--- src/rtl/cpu_pkg.sv ---
// rtl/cpu_pkg.sv - shared encodings for the fetch/status unit
//
// Purpose: PC-select encodings, fetch FSM state encodings, NZCV bit positions
//          and the branch-offset helper shared by the fetch unit and its
//          PC next-value logic.
// Ports:   none (package)

package cpu_pkg;

   typedef enum logic [1:0] {
      PC_HOLD   = 2'b00,
      PC_INC4   = 2'b01,
      PC_BRANCH = 2'b10,
      PC_LOAD   = 2'b11
   } pc_sel_e;

   typedef enum logic [1:0] {
      ST_IDLE  = 2'b00,
      ST_FETCH = 2'b01,
      ST_VALID = 2'b10
   } fetch_state_e;

   // NZCV bit positions within alu_flags / status
   localparam int FLAG_N = 3;
   localparam int FLAG_Z = 2;
   localparam int FLAG_C = 1;
   localparam int FLAG_V = 0;

   // Word offset k, sign-extended to 64 bits and scaled to a byte offset.
   function automatic logic [63:0] branch_offset(input logic [31:0] k);
      return {{30{k[31]}}, k, 2'b00};
   endfunction

endpackage

--- src/rtl/pc_next.sv ---
// rtl/pc_next.sv - program counter next-value selection
//
// Purpose: computes the candidate next PC from the current PC and pc_sel.
//          Purely combinational; the caller decides when to load it.
// Ports:
//   pc_i      in  64  current program counter
//   pc_sel_i  in   2  hold / +4 / PC-relative branch / absolute load
//   k_i       in  32  signed word offset for branches
//   pc_in_i   in  64  absolute target
//   next_pc_o out 64  selected next PC (arithmetic wraps modulo 2^64)

module pc_next
   import cpu_pkg::*;
(
   input  logic    [63:0] pc_i,
   input  pc_sel_e        pc_sel_i,
   input  logic    [31:0] k_i,
   input  logic    [63:0] pc_in_i,
   output logic    [63:0] next_pc_o
);

   always_comb begin
      next_pc_o = pc_i;
      case (pc_sel_i)
         PC_HOLD:   next_pc_o = pc_i;
         PC_INC4:   next_pc_o = pc_i + 64'd4;
         PC_BRANCH: next_pc_o = pc_i + branch_offset(k_i);
         PC_LOAD:   next_pc_o = pc_in_i;
      endcase
   end

endmodule

--- src/rtl/fetch_status_unit.sv ---
// rtl/fetch_status_unit.sv - instruction fetch FSM, PC and NZCV status register
//
// Purpose: holds the PC, issues instruction reads, latches the returned word
//          into the IR, flags a fetch timeout, and keeps the NZCV status.
// Ports:
//   clock        in   1  rising-edge clock
//   reset        in   1  synchronous active-high reset
//   fetch_start  in   1  request the next instruction
//   pc_sel       in   2  PC update select (applied in IDLE/VALID only)
//   k            in  32  signed word offset for PC-relative branch
//   pc_in        in  64  absolute PC target
//   alu_flags    in   4  NZCV from the datapath
//   flags_we     in   1  status write enable
//   mem_req      out  1  instruction read request (high throughout FETCH)
//   mem_addr     out 64  read address, always equal to pc
//   mem_rdata    in  32  instruction word, valid with mem_ack
//   mem_ack      in   1  read completes this cycle
//   ir           out 32  instruction register
//   ir_valid     out  1  ir holds a freshly fetched instruction
//   pc           out 64  program counter
//   status       out  4  registered NZCV
//   fetch_err    out  1  one-cycle pulse on fetch timeout

module fetch_status_unit
   import cpu_pkg::*;
#(
   parameter logic [63:0] RESET_PC = 64'h0,
   parameter int          TIMEOUT  = 16
)(
   input  logic        clock,
   input  logic        reset,
   input  logic        fetch_start,
   input  logic [1:0]  pc_sel,
   input  logic [31:0] k,
   input  logic [63:0] pc_in,
   input  logic [3:0]  alu_flags,
   input  logic        flags_we,
   output logic        mem_req,
   output logic [63:0] mem_addr,
   input  logic [31:0] mem_rdata,
   input  logic        mem_ack,
   output logic [31:0] ir,
   output logic        ir_valid,
   output logic [63:0] pc,
   output logic [3:0]  status,
   output logic        fetch_err
);

   // The wait counter only has to reach TIMEOUT-1.
   localparam int              CW       = (TIMEOUT > 1) ? $clog2(TIMEOUT) : 1;
   localparam logic [CW-1:0]   CNT_LAST = CW'(TIMEOUT - 1);

   fetch_state_e  state_q;
   logic [63:0]   pc_q;
   logic [63:0]   pc_d;
   logic [31:0]   ir_q;
   logic [3:0]    status_q;
   logic [CW-1:0] cnt_q;
   logic          fetch_err_q;

   pc_next u_pc_next (
      .pc_i      (pc_q),
      .pc_sel_i  (pc_sel_e'(pc_sel)),
      .k_i       (k),
      .pc_in_i   (pc_in),
      .next_pc_o (pc_d)
   );

   always_ff @(posedge clock) begin
      if (reset) begin
         state_q     <= ST_IDLE;
         pc_q        <= RESET_PC;
         ir_q        <= '0;
         status_q    <= '0;
         cnt_q       <= '0;
         fetch_err_q <= 1'b0;
      end else begin
         fetch_err_q <= 1'b0;
         // Status tracks the datapath regardless of fetch activity.
         if (flags_we)
            status_q <= alu_flags;
         case (state_q)
            ST_IDLE: begin
               pc_q <= pc_d;
               if (fetch_start) begin
                  state_q <= ST_FETCH;
                  cnt_q   <= '0;
               end
            end
            ST_FETCH: begin
               // PC is frozen so mem_addr stays stable for the whole read.
               // An ack on the last wait cycle still wins over the timeout.
               if (mem_ack) begin
                  ir_q    <= mem_rdata;
                  state_q <= ST_VALID;
                  cnt_q   <= '0;
               end else if (cnt_q == CNT_LAST) begin
                  fetch_err_q <= 1'b1;
                  state_q     <= ST_IDLE;
                  cnt_q       <= '0;
               end else begin
                  cnt_q <= cnt_q + CW'(1);
               end
            end
            ST_VALID: begin
               // Same-cycle pc_sel and fetch_start: the read uses the new PC.
               pc_q <= pc_d;
               if (fetch_start) begin
                  state_q <= ST_FETCH;
                  cnt_q   <= '0;
               end
            end
            default: begin
               state_q <= ST_IDLE;
               cnt_q   <= '0;
            end
         endcase
      end
   end

   assign mem_req   = (state_q == ST_FETCH);
   assign ir_valid  = (state_q == ST_VALID);
   assign mem_addr  = pc_q;
   assign pc        = pc_q;
   assign ir        = ir_q;
   assign status    = status_q;
   assign fetch_err = fetch_err_q;

endmodule

--- config.mk ---
export PLATFORM = sky130hd
export DESIGN_NAME = fetch_status_unit
export DESIGN_NICKNAME = d
export VERILOG_FILES = /design/src/rtl/cpu_pkg.sv /design/src/rtl/pc_next.sv /design/src/rtl/fetch_status_unit.sv
export SDC_FILE = /design/constraint.sdc
export NUM_CORES = 1
export LEC_CHECK = 0
export ABC_AREA = 1
export CAP_MARGIN = 20
export CORE_MARGIN = 2
export CORE_UTILIZATION = 50
export CTS_BUF_LIST = sky130_fd_sc_hd__clkbuf_4
export DETAILED_ROUTE_END_ITERATION = 16
export GPL_TIMING_DRIVEN = 0
export PLACE_DENSITY = 0.85
export SYNTH_ARGS = -nofsm -noshare
export SYNTH_HDL_FRONTEND = slang
export SYNTH_SLANG_ARGS = --single-unit
--- constraint.sdc ---
create_clock -name clock -period 3.7 [get_ports clock]
set_input_delay 0.74 -clock clock [delete_from_list [all_inputs] [get_ports clock]]
set_output_delay 0.74 -clock clock [all_outputs]
set_load 0.02 [all_outputs]
==> results.md, run 1 <==
- Run status: finished clean
- Relative slew slack: 36.0%
- Number of routed nets with antenna violations: 0
- Vias/cell: 5.51
- Least-Margin Pin Slew: around 0.96 ns
- Synth area leader: nand2_1
- CP Capture Type: register
- DIE HEIGHT: 146 microns
- Cells after synthesis: around 1,800
- Clock buffer count from CTS: 9
- Sink Count: roughly 110
- Worst skew pair latency: 0.54 ns
- Area added between synthesis and finish: 35.0%
- Worst hold path stage count: 2
- Gp weighted congestion: between 1 and 1.5
- R2R setup slack: roughly 0.92 ns
- Layout Skew: ~0.042 ns
- Avg Synthesized Cell Area: 5.57 sq um
- Most frequent cell after synthesis: nand2_1
- CTS H-tree depth: 3
- Core footprint: between 20,000 and 25,000 sq um
- CTS tree: done
- Clk buf depth: 2
- Leakage: roughly 6.5 nW
- Hold slack: between 0.4 and 0.5 ns
- Final WS setup: roughly 0.11 ns
- Cts hold-fix bufs: 0
- Final setup vio count: 0
- Critical Path Fanout Max: 10
- Via count: between 10,000 and 15,000
- Crit Reg-Reg Endpoint: mem_addr[40]
- Clock transition at path regs: about 0.19 ns
- Commonest cells in the netlist: nand2_1, nor2_1, inv_1, a21oi_1, nand3_1
- IO Port Bufs: between 300 and 400
- Async set-reset flop share out of synthesis: 0%
- Critical path type: input pin to register
- Cell Rows: 52
- Detailed Route WL: 42,000 microns
- Synth warn: 0
- Synth Register Bits: 107
- Share of layout cells above drive strength 1: around 6.1%
- Largest net degree at the start of global routing: 20
- Dpl hpwl: roughly 34,000 microns
- Drt first-iter violations: 1,475
- Worst EP arrival: a little under 4 ns
- Post-synth EDFFs: 0
- Starting density of the core: 50.5%
- Remaining Overflow, GRT: 0
- Tcrit/Tclk final: between 90 and 100%
- Seq/Total Area, Yosys: 21.2%
- Die ar.: approximately 21,000 sq um
- GRT Total Usage: 37.9%
- Slew Viols, Final: 0
- Ys flop type: dfxtp_1
- Final hold violations: 0
- Crit path to: mem_addr[39]
- Power Density: 263 nW/um^2
- Vias in the first global route: 12,400
- DR WL/cell: 17.4 microns
- # Max-Cap Violations: 0
- TritonRoute pass-1 iters: 7
- Io pins: between 300 and 400
- Mapped cell area: around 10,000 sq um
- Worst reg2reg startpoint: mem_addr[2]
- CTS root buf: clkbuf_4
- Die Width: around 150 microns
- Yosys top cell area share: a little over a fifth
- Nets: about 2,300
- Synth unique cells: 38
- Worst Setup Start Kind: input pin
- RSZ-0062 raised after global routing: no
- Hold Path Class: register to register
- Setup TNS: 0 ns
- Antenna violations before repair: 2
- Setup WS pre-CTS: -1.28 ns
- First-pass GRT wire length: between 60,000 and 70,000 microns
- Max Fclk: about 0.28 GHz
- CP required: a little over 4 ns
- Finished Core Util: 68.2%
- Peak VDD IR: approximately 0.19 mV
- Area contributors post-synth: nand2_1, dfxtp_1, nor2_1
- Crit. Startpoint: pc_sel[0]
- R2r worst-path depth: 15
- DRC: 0
- Post-Syn Nets: 1,987
- Final min period: about 3.6 ns
==> how the worst min path moves through the flow <==
| stage | start | end | slack [ns] |
|---|---|---|---|
| after CTS | ir[15] | ir[15] | 0.48 |
| after floorplan | state_q[1] | state_q[1] | 0.45 |
| final | ir[15] | ir[15] | 0.48 |
| after detailed placement | ir[23] | ir[23] | 0.46 |
| after global placement | ir[6] | ir[6] | 0.45 |
| after global routing | ir[15] | ir[15] | 0.51 |
==> per-stage QoR <==
step           instances  power [mW]  instance area, sq um
2_1_floorplan       1815        2.24                 10100
3_3_place_gp        2388        2.91                 13500
3_5_place_dp        2388        2.95                 13500
4_1_cts             2403        3.56                 13600
5_1_grt             2405        3.76                 13700
6_report            2406        3.59                 13700
==> final cells by class <==
| class | instances | area, sq um |
|---|---|---|
| antenna | 3 | 7.51 |
| sequential | 107 | 2140 |
| fill | 1913 | 6370 |
| inverter | 227 | 857 |
| timing repair buffer | 304 | 3030 |
| multi-input combinational | 1354 | 6380 |
| clock inverter | 7 | 63.8 |
| buffer | 125 | 769 |
| tap | 270 | 338 |
| clock buffer | 9 | 67.6 |
==> layout by cell type, fill, tap and decap left out, types with 3 or more instances in the layout <==
| cell type | Yosys | routed |
|---|---|---|
| nand2_1 | 577 | 576 |
| clkdlybuf4s50_1 | 0 | 301 |
| nor2_1 | 271 | 270 |
| inv_1 | 217 | 217 |
| a21oi_1 | 149 | 148 |
| nand3_1 | 137 | 135 |
| dfxtp_1 | 107 | 107 |
| buf_4 | 67 | 67 |
| clkbuf_1 | 47 | 44 |
| o21ai_0 | 44 | 44 |
| xor2_1 | 32 | 32 |
| ha_1 | 32 | 32 |
| nand4_1 | 28 | 28 |
| a41oi_1 | 22 | 22 |
| clkbuf_4 | 0 | 10 |
| nor2_2 | 9 | 10 |
| nand2_2 | 7 | 8 |
| o21bai_1 | 8 | 8 |
| inv_2 | 7 | 7 |
| nand3b_1 | 5 | 5 |
| o211ai_1 | 5 | 5 |
| buf_6 | 4 | 4 |
| buf_2 | 6 | 4 |
| o21ai_1 | 4 | 4 |
| diode_2 | 0 | 3 |
| clkbuf_2 | 0 | 3 |
| clkinv_1 | 2 | 3 |
| buf_1 | 3 | 3 |
| and2_1 | 3 | 3 |
| o221ai_1 | 3 | 3 |
| xnor2_1 | 3 | 3 |
| o41ai_1 | 3 | 3 |
==> power by group <==
| part | internal, mW | switching (mW) |
|---|---|---|
| clock | 0.150 | 0.482 |
| combinational | 0.700 | 0.904 |
| sequential | 1.24 | 0.115 |
| total | 2.09 | 1.50 |
==> worst max-delay path: stages <==
cell	delay (ns)
dlygate4sd2_1	0.36
inv_6	0.07
nand2_2	0.21
clkbuf_2	0.29
nor2_1	0.09
ha_1	0.35
nand2_1	0.13
nor2_1	0.38
and2_1	0.19
nand2_1	0.06
nand2_1	0.22
nand2_1	0.08
nand2_1	0.24
a21oi_4	0.14
xor2_1	0.21
nand2_1	0.08
nand2_1	0.07
a21oi_1	0.05
==> state kept, by name (all words and copies together) (netlist names) <==
| signal | cells |
|---|---|
| cnt_q | 4 |
| ir | 32 |
| mem_addr | 64 |
| state_q | 2 |
| fetch_err | 1 |
| status | 4 |
==> cell families after synthesis <==
group / Yosys count / synth area share (%)
adders and majority gates: 33 / 4.15
buffers and inverters: 354 / 16.0
and+or+nand+nor: 1044 / 42.1
DFF: 107 / 21.2
xor gates and xnor gates: 35 / 3.03
AOI/OAI and AO/OA: 242 / 13.5
==> routing by layer <==
| layer | track usage [%] | up-vias | share of wire [%] |
|---|---|---|---|
| met4 | 13.3 | 0 | 3.3 |
| met5 | 0 | - | 0 |
| li1 | - | 6319 | - |
| met3 | 8.81 | 88 | 12 |
| met1 | 50.4 | 6054 | 40 |
| met2 | 60.6 | 791 | 45 |
==> repair_timing <==
action	4_1_cts	5_1_grt
buffers inserted	1	0
setup endpoints to repair	51	19
gates resized for setup	11	9
Power figures use the tool's default switching activity.
==> inputs of run 2 (changes only) <==
--- a/config.mk
+++ b/config.mk
@@ -7,12 +7,13 @@
 export LEC_CHECK = 0
 export ABC_AREA = 1
 export CAP_MARGIN = 20
+export CORE_ASPECT_RATIO = 0.7
 export CORE_MARGIN = 2
 export CORE_UTILIZATION = 50
 export CTS_BUF_LIST = sky130_fd_sc_hd__clkbuf_4
 export DETAILED_ROUTE_END_ITERATION = 16
 export GPL_TIMING_DRIVEN = 0
-export PLACE_DENSITY = 0.85
+export PLACE_DENSITY_LB_ADDON = 0.3
 export SYNTH_ARGS = -nofsm -noshare
 export SYNTH_HDL_FRONTEND = slang
 export SYNTH_SLANG_ARGS = --single-unit
==> results.md, run 2 (same netlist as run 1, synthesis figures left out) <==
- Run status: finished clean (unchanged)
- Setup TNS: 0 ns (unchanged)
- Critical Path Fanout Max: 19 (was 10)
- Design area: 13,700 sq um (about the same)
- Final setup vio count: 0 (unchanged)
- Number of routed nets with antenna violations: 0 (unchanged)
- Most frequent cells in the layout: nand2_1, clkdlybuf4s50_1, nor2_1, inv_1, a21oi_1 (unchanged)
- Peak VDD IR: 0.218 mV (was 0.189 mV)
- Vias/cell: 5.55 (was 5.51)
- Finished Core Util: 69.4% (was 68.2%)
- RSZ-0062 raised after global routing: no (unchanged)
- Starting density of the core: 51.1% (was 50.5%)
- Crit. Startpoint: pc_sel[1] (was pc_sel[0])
- Cell Rows: 43 (was 52)
- Max FFs per register: 64 (unchanged)
- Die Width: 174 microns (was 146 microns)
- Core footprint: 19,800 sq um (was 20,000 sq um)
- DR WL/cell: 17.9 microns (was 17.4 microns)
- CTS root buf: clkbuf_4 (unchanged)
- Antenna violations before repair: 1 (was 2)
- Nets: 2,301 (was 2,300)
- Tcrit/Tclk final: 95.8% (was 97.1%)
- FF+latch area: 2140 sq um (unchanged)
- Die ar.: 21,400 sq um (about the same)
- Area added between synthesis and finish: 35.7% (was 35.0%)
- Clock buffer count from CTS: 9 (unchanged)
- Worst Setup Start Kind: input pin (unchanged)
- Clock transition at path regs: 0.20 ns (was 0.19 ns)
- Commonest non-fill, non-tap cell in the layout: nand2_1 (unchanged)
- Sequential share of power: 36.6% (was 37.7%)
- Internal power: 2.12 mW (was 2.09 mW)
- Net switching power: 1.59 mW (was 1.50 mW)
- Gp weighted congestion: 1.04 (was 1.06)
- Via count: 13,400 (was 13,300)
- Least-Margin Pin Slew: 0.875 ns (was 0.960 ns)
- TritonRoute pass-1 iters: 6 (was 7)
- Worst skew pair latency: 0.59 ns (was 0.54 ns)
- Share of layout cells above drive strength 1: 6.37% (was 6.14%)
- Remaining Overflow, GRT: 0 (unchanged)
- Met2 WL: 17,600 microns (was 18,800 microns)
- Critical path type: input pin to register (unchanged)
- Worst reg2reg startpoint: mem_addr[2] (unchanged)
- Dpl hpwl: 35,200 microns (was 34,100 microns)
- Sink Count: 107 (unchanged)
- Clock power share: 19.6% (was 17.6%)
- Vias in the first global route: 12,100 (was 12,400)
- Power Density: 270 nW/um^2 (was 263 nW/um^2)
- Max Fclk: 0.282 GHz (was 0.278 GHz)
- Highest Signal Layer: met4 (unchanged)
- Fill cells: 1,803 (was 1,913)
- Combinational power share: 43.9% (was 44.7%)
- R2r worst-path depth: 18 (was 15)
- CP Capture Type: register (unchanged)
- WL met3: 6340 microns (was 4940 microns)
- CTS H-tree depth: 3 (unchanged)
- Hold_sp: ir[19] (was ir[15])
- Io pins: 306 (unchanged)
- Cts hold-fix bufs: 0 (unchanged)
- First-pass GRT wire length: 64,900 microns (was 64,700 microns)
- Slew Viols, Final: 0 (unchanged)
- Worst hold path stage count: 2 (unchanged)
- CTS tree: done (unchanged)
- GRT Total Usage: 39.2% (was 37.9%)
- Dpl cell area: 13,500 sq um (unchanged)
- # Max-Cap Violations: 0 (unchanged)
- Post-Route M1 WL: 18,100 microns (was 16,800 microns)
- Worst EP arrival: 3.97 ns (was 3.98 ns)
- DRC: 0 (unchanged)
- Power, Total: 3.71 mW (was 3.59 mW)
- Leakage: 6.59 nW (was 6.53 nW)
- IO Port Bufs: 303 (unchanged)
- Multi-input logic area: 6410 sq um (was 6380 sq um)
- Largest net degree at the start of global routing: 24 (was 20)
- Clk buf depth: 2 (unchanged)
- Detailed Route WL: 43,200 microns (was 42,000 microns)
- DIE HEIGHT: 123 microns (was 146 microns)
- Relative slew slack: 41.7% (was 36.0%)
- CP required: 4.13 ns (was 4.09 ns)
- Hold Path Class: register to register (unchanged)
- Final hold violations: 0 (unchanged)
- Layout Skew: 0.0571 ns (was 0.0419 ns)
- R2R setup slack: 0.89 ns (was 0.92 ns)
- Sw frac: 42.8% (was 41.8%)
- Drt first-iter violations: 1,566 (was 1,475)
- Final min period: 3.55 ns (was 3.59 ns)
==> run 2: cell count changes in the layout (fill, tap and decap cells not counted), sizes merged <==
cell	change
buf	+1
dlymetal6s2s	+1
clkbuf	-1
clkinv	-1
inv	+3
clkinvlp	-2
==> run 2: path summary, 6_finish.rpt <==
path	end
hold reg to reg	ir[19]
setup reg to reg	mem_addr[56]
hold / removal	ir[19]
setup / recovery	mem_addr[39]
==> run 2: through the flow <==
stage | setup WS, ns | hold slack (ns) | std cells
2_1_floorplan | 0.442 | 0.453 | 1815
3_3_place_gp | -1.26 | 0.447 | 2388
3_5_place_dp | -1.30 | 0.453 | 2388
4_1_cts | 0.0724 | 0.479 | 2404
5_1_grt | 0.0305 | 0.496 | 2405
6_report | 0.154 | 0.479 | 2407
==> run 2: critical path, cell delays in order <==
cell and delay [ns]:
dlygate4sd2_1 0.30, buf_12 0.20, nand2_4 0.13, clkbuf_2 0.23, nor2_1 0.25, ha_1 0.31, nand3_1 0.14, nand3_2 0.17
nand2_1 0.10, nand2_1 0.11, nand2_1 0.08, nand2_1 0.16, nand2_1 0.11, nand2_1 0.20, a21oi_4 0.29, xor2_1 0.20
nand2_1 0.09, nand2_1 0.08, a21oi_1 0.05
==> run 2: power groups by stage <==
stage / combinational, mW / sequential (mW) / clock [mW]
6_report: 1.63 / 1.35 / 0.725
4_1_cts: 1.59 / 1.35 / 0.714
3_3_place_gp: 1.55 / 1.37 / 0
5_1_grt: 1.74 / 1.37 / 0.749
3_5_place_dp: 1.58 / 1.37 / 0
2_1_floorplan: 0.801 / 1.44 / 0
==> run 2: timing repair <==
action                     in CTS  in global routing
buffers inserted                2                  0
gates resized for setup        17                  6
setup endpoints to repair      48                 22
pin swaps                       1                  0
==> run 2: layout make-up <==
| type | instances | area share, % |
|---|---|---|
| Timing Repair Buffer | 305 | 22.2 |
| Antenna cell | 3 | 0.0547 |
| Tap cell | 270 | 2.46 |
| Clock buffer | 9 | 0.492 |
| Clock inverter | 7 | 0.683 |
| Sequential cell | 107 | 15.6 |
| Buffer | 125 | 5.62 |
| Multi-Input combinational cell | 1354 | 46.7 |
| Inverter | 227 | 6.24 |
==> run 2: per-layer routing <==
layer | GRT usage [%] | vias to the layer above
li1 | - | 6324
met2 | 58.4 | 890
met4 | 12.0 | 0
met5 | 0 | -
met1 | 54.7 | 6048
met3 | 11.2 | 93
==> inputs of run 3 (changes only) <==
--- a/config.mk
+++ b/config.mk
@@ -8,7 +8,7 @@
 export ABC_AREA = 1
 export CAP_MARGIN = 20
 export CORE_ASPECT_RATIO = 0.7
-export CORE_MARGIN = 2
+export CORE_MARGIN = 4
 export CORE_UTILIZATION = 50
 export CTS_BUF_LIST = sky130_fd_sc_hd__clkbuf_4
 export DETAILED_ROUTE_END_ITERATION = 16
==> results.md, run 3 (same netlist as run 1, synthesis figures left out) <==
- Run status: finished clean (unchanged)
- Worst EP arrival: 4.03 ns (was 3.97 ns)
- Final WS setup: 0.108 ns (was 0.154 ns)
- First-pass GRT wire length: 64,900 microns (about the same)
- DRC: 0 (unchanged)
- Commonest non-fill, non-tap cell in the layout: nand2_1 (unchanged)
- Via count: 13,300 (was 13,400)
- Hold Path Class: register to register (unchanged)
- Max Fclk: 0.278 GHz (was 0.282 GHz)
- CP max stage cell: fa_1 (was ha_1)
- Remaining Overflow, GRT: 0 (unchanged)
- Peak VDD IR: 0.197 mV (was 0.218 mV)
- GR met2 Demand/Resource: 53.8% (was 58.4%)
- Final min period: 3.59 ns (was 3.55 ns)
- Clk buf depth: 2 (unchanged)
- Largest net degree at the start of global routing: 24 (unchanged)
- Routing usage on met1: 51.6% (was 54.7%)
- DR WL/cell: 17.9 microns (about the same)
- Clock buffer count from CTS: 9 (unchanged)
- Sink Count: 107 (unchanged)
- Critical path type: input pin to register (unchanged)
- Vias/cell: 5.51 (was 5.55)
- Area added between synthesis and finish: 35.6% (was 35.7%)
- TritonRoute pass-1 iters: 6 (unchanged)
- Post-route insts no fill: 2,406 (was 2,407)
- CP required: 4.14 ns (was 4.13 ns)
- Worst skew pair latency: 0.55 ns (was 0.59 ns)
- Crit path top cell by count: nand2_1 (unchanged)
- Core footprint: 19,900 sq um (was 19,800 sq um)
- Layout Skew: 0.0407 ns (was 0.0571 ns)
- Number of routed nets with antenna violations: 0 (unchanged)
- Setup TNS: 0 ns (unchanged)
- Vias in the first global route: 12,200 (was 12,100)
- Die ar.: 22,600 sq um (was 21,400 sq um)
- Final hold violations: 0 (unchanged)
- Leakage: 6.57 nW (was 6.59 nW)
- Gp weighted congestion: 1.08 (was 1.04)
- Io pins: 306 (unchanged)
- Dpl hpwl: 35,000 microns (was 35,200 microns)
- Tcrit/Tclk final: 97.1% (was 95.8%)
- Die Width: 178 microns (was 174 microns)
- Setup WS pre-CTS: -1.30 ns (about the same)
- Final setup vio count: 0 (unchanged)
- IO Port Bufs: 303 (unchanged)
- Drt first-iter violations: 1,803 (was 1,566)
- Power Density: 269 nW/um^2 (was 270 nW/um^2)
- Critical Path Fanout Max: 19 (unchanged)
- Worst Setup Start Kind: input pin (unchanged)
- Cell Rows: 43 (unchanged)
- CTS root buf: clkbuf_4 (unchanged)
- Antenna violations before repair: 2 (was 1)
- Post-Place Cells: 2,388 (unchanged)
- CTS H-tree depth: 3 (unchanged)
- Cts hold-fix bufs: 0 (unchanged)
- CP Capture Type: register (unchanged)
- Max FFs per register: 64 (unchanged)
- Nets: 2,301 (unchanged)
- GR Util met3: 11.2% (about the same)
- GRT Total Usage: 36.4% (was 39.2%)
- Least-Margin Pin Slew: 0.821 ns (was 0.875 ns)
- Share of layout cells above drive strength 1: 6.14% (was 6.37%)
- Most frequent cells in the layout: nand2_1, clkdlybuf4s50_1, nor2_1, inv_1, a21oi_1 (unchanged)
- Relative slew slack: 45.3% (was 41.7%)
- Clock transition at path regs: 0.21 ns (was 0.20 ns)
- # Max-Cap Violations: 0 (unchanged)
- Detailed Route WL: 43,000 microns (was 43,200 microns)
- Hold slack: 0.480 ns (was 0.479 ns)
- CTS tree: done (unchanged)
- GR peak layer: met2 (unchanged)
- DIE HEIGHT: 127 microns (was 123 microns)
- Starting density of the core: 51.0% (was 51.1%)
- Crit-path max cell delay: 0.45 ns (was 0.31 ns)
- Slew Viols, Final: 0 (unchanged)
- Cells along the critical path: dlygate4sd2_1, buf_12, nand2_4, or2_2, ha_1, fa_1, nand3_1, nand3_2, nand2_1, nand2_1, nand2_1, nand2_1, nand2_1, nand2_1, nand2_1, nand2_1, nand2_2, nand2_1, nand2_1, nand3_1, nand2_1, a21oi_1 (was dlygate4sd2_1, buf_12, nand2_4, clkbuf_2, nor2_1, ha_1, nand3_1, nand3_2, nand2_1, nand2_1, nand2_1, nand2_1, nand2_1, nand2_1, a21oi_4, xor2_1, nand2_1, nand2_1, a21oi_1)
- Worst path bufs/invs: 2 (was 3)
- CP top delay family: simple AND/OR/NAND/NOR gates (unchanged)
-- run 3: layout make-up --
class	instances	area, sq um
plain buffers	125	772
inverters	227	857
diodes	2	5.00
fillers	1770	6140
well taps	270	338
flip-flops and latches	107	2140
multi-input cells	1354	6390
clock inverters	7	98.8
repair buffers	305	3050
clock buffers	9	67.6
-- run 3: worst paths after layout --
kind	cells after the start	slack, ns	from	endpoint
setup reg to reg	14	0.86	mem_addr[4]	mem_addr[39]
hold reg to reg	2	0.48	ir[18]	ir[18]
setup / recovery	22	0.11	pc_sel[1]	mem_addr[56]
hold / removal	2	0.48	ir[18]	ir[18]
-- run 3: repair_timing --
action | in CTS | in global routing
gates cloned | 0 | 0
hold endpoints to repair | 0 | 0
pin swaps | 1 | 0
setup endpoints to repair | 50 | 28
setup buffers | 2 | 0
gates resized for setup | 12 | 7
-- run 3: where the power goes --
part / switching [mW] / leakage (nW) / internal [mW]
combinational: 0.915 / 5.61 / 0.702
clock: 0.542 / 0.0853 / 0.175
sequential: 0.118 / 0.877 / 1.24
total: 1.57 / 6.57 / 2.12
-- run 3: tightest hold or removal path: stages (launching register included) --
cell and delay [ns]:
dfxtp_1 0.35, nand2_1 0.06, a21oi_1 0.05
-- run 3: through the flow --
stage                     utilization [%]  instance area [sq um]  total power [mW]
final                                69.1                  13700              3.69
after global routing                 69.1                  13700              3.85
after CTS                            69.0                  13700              3.66
after detailed placement             67.9                  13500              2.95
after global placement               67.9                  13500              2.92
after floorplan                         -                  10100              2.24
-- run 3: routing by layer --
metal | vias to the layer above | part of all wire [%] | wire [microns]
met2 | 879 | 41 | 17700
met3 | 92 | 14 | 6080
li1 | 6320 | - | -
met4 | 0 | 2.3 | 988
met5 | - | 0 | 0
met1 | 5959 | 42 | 18200
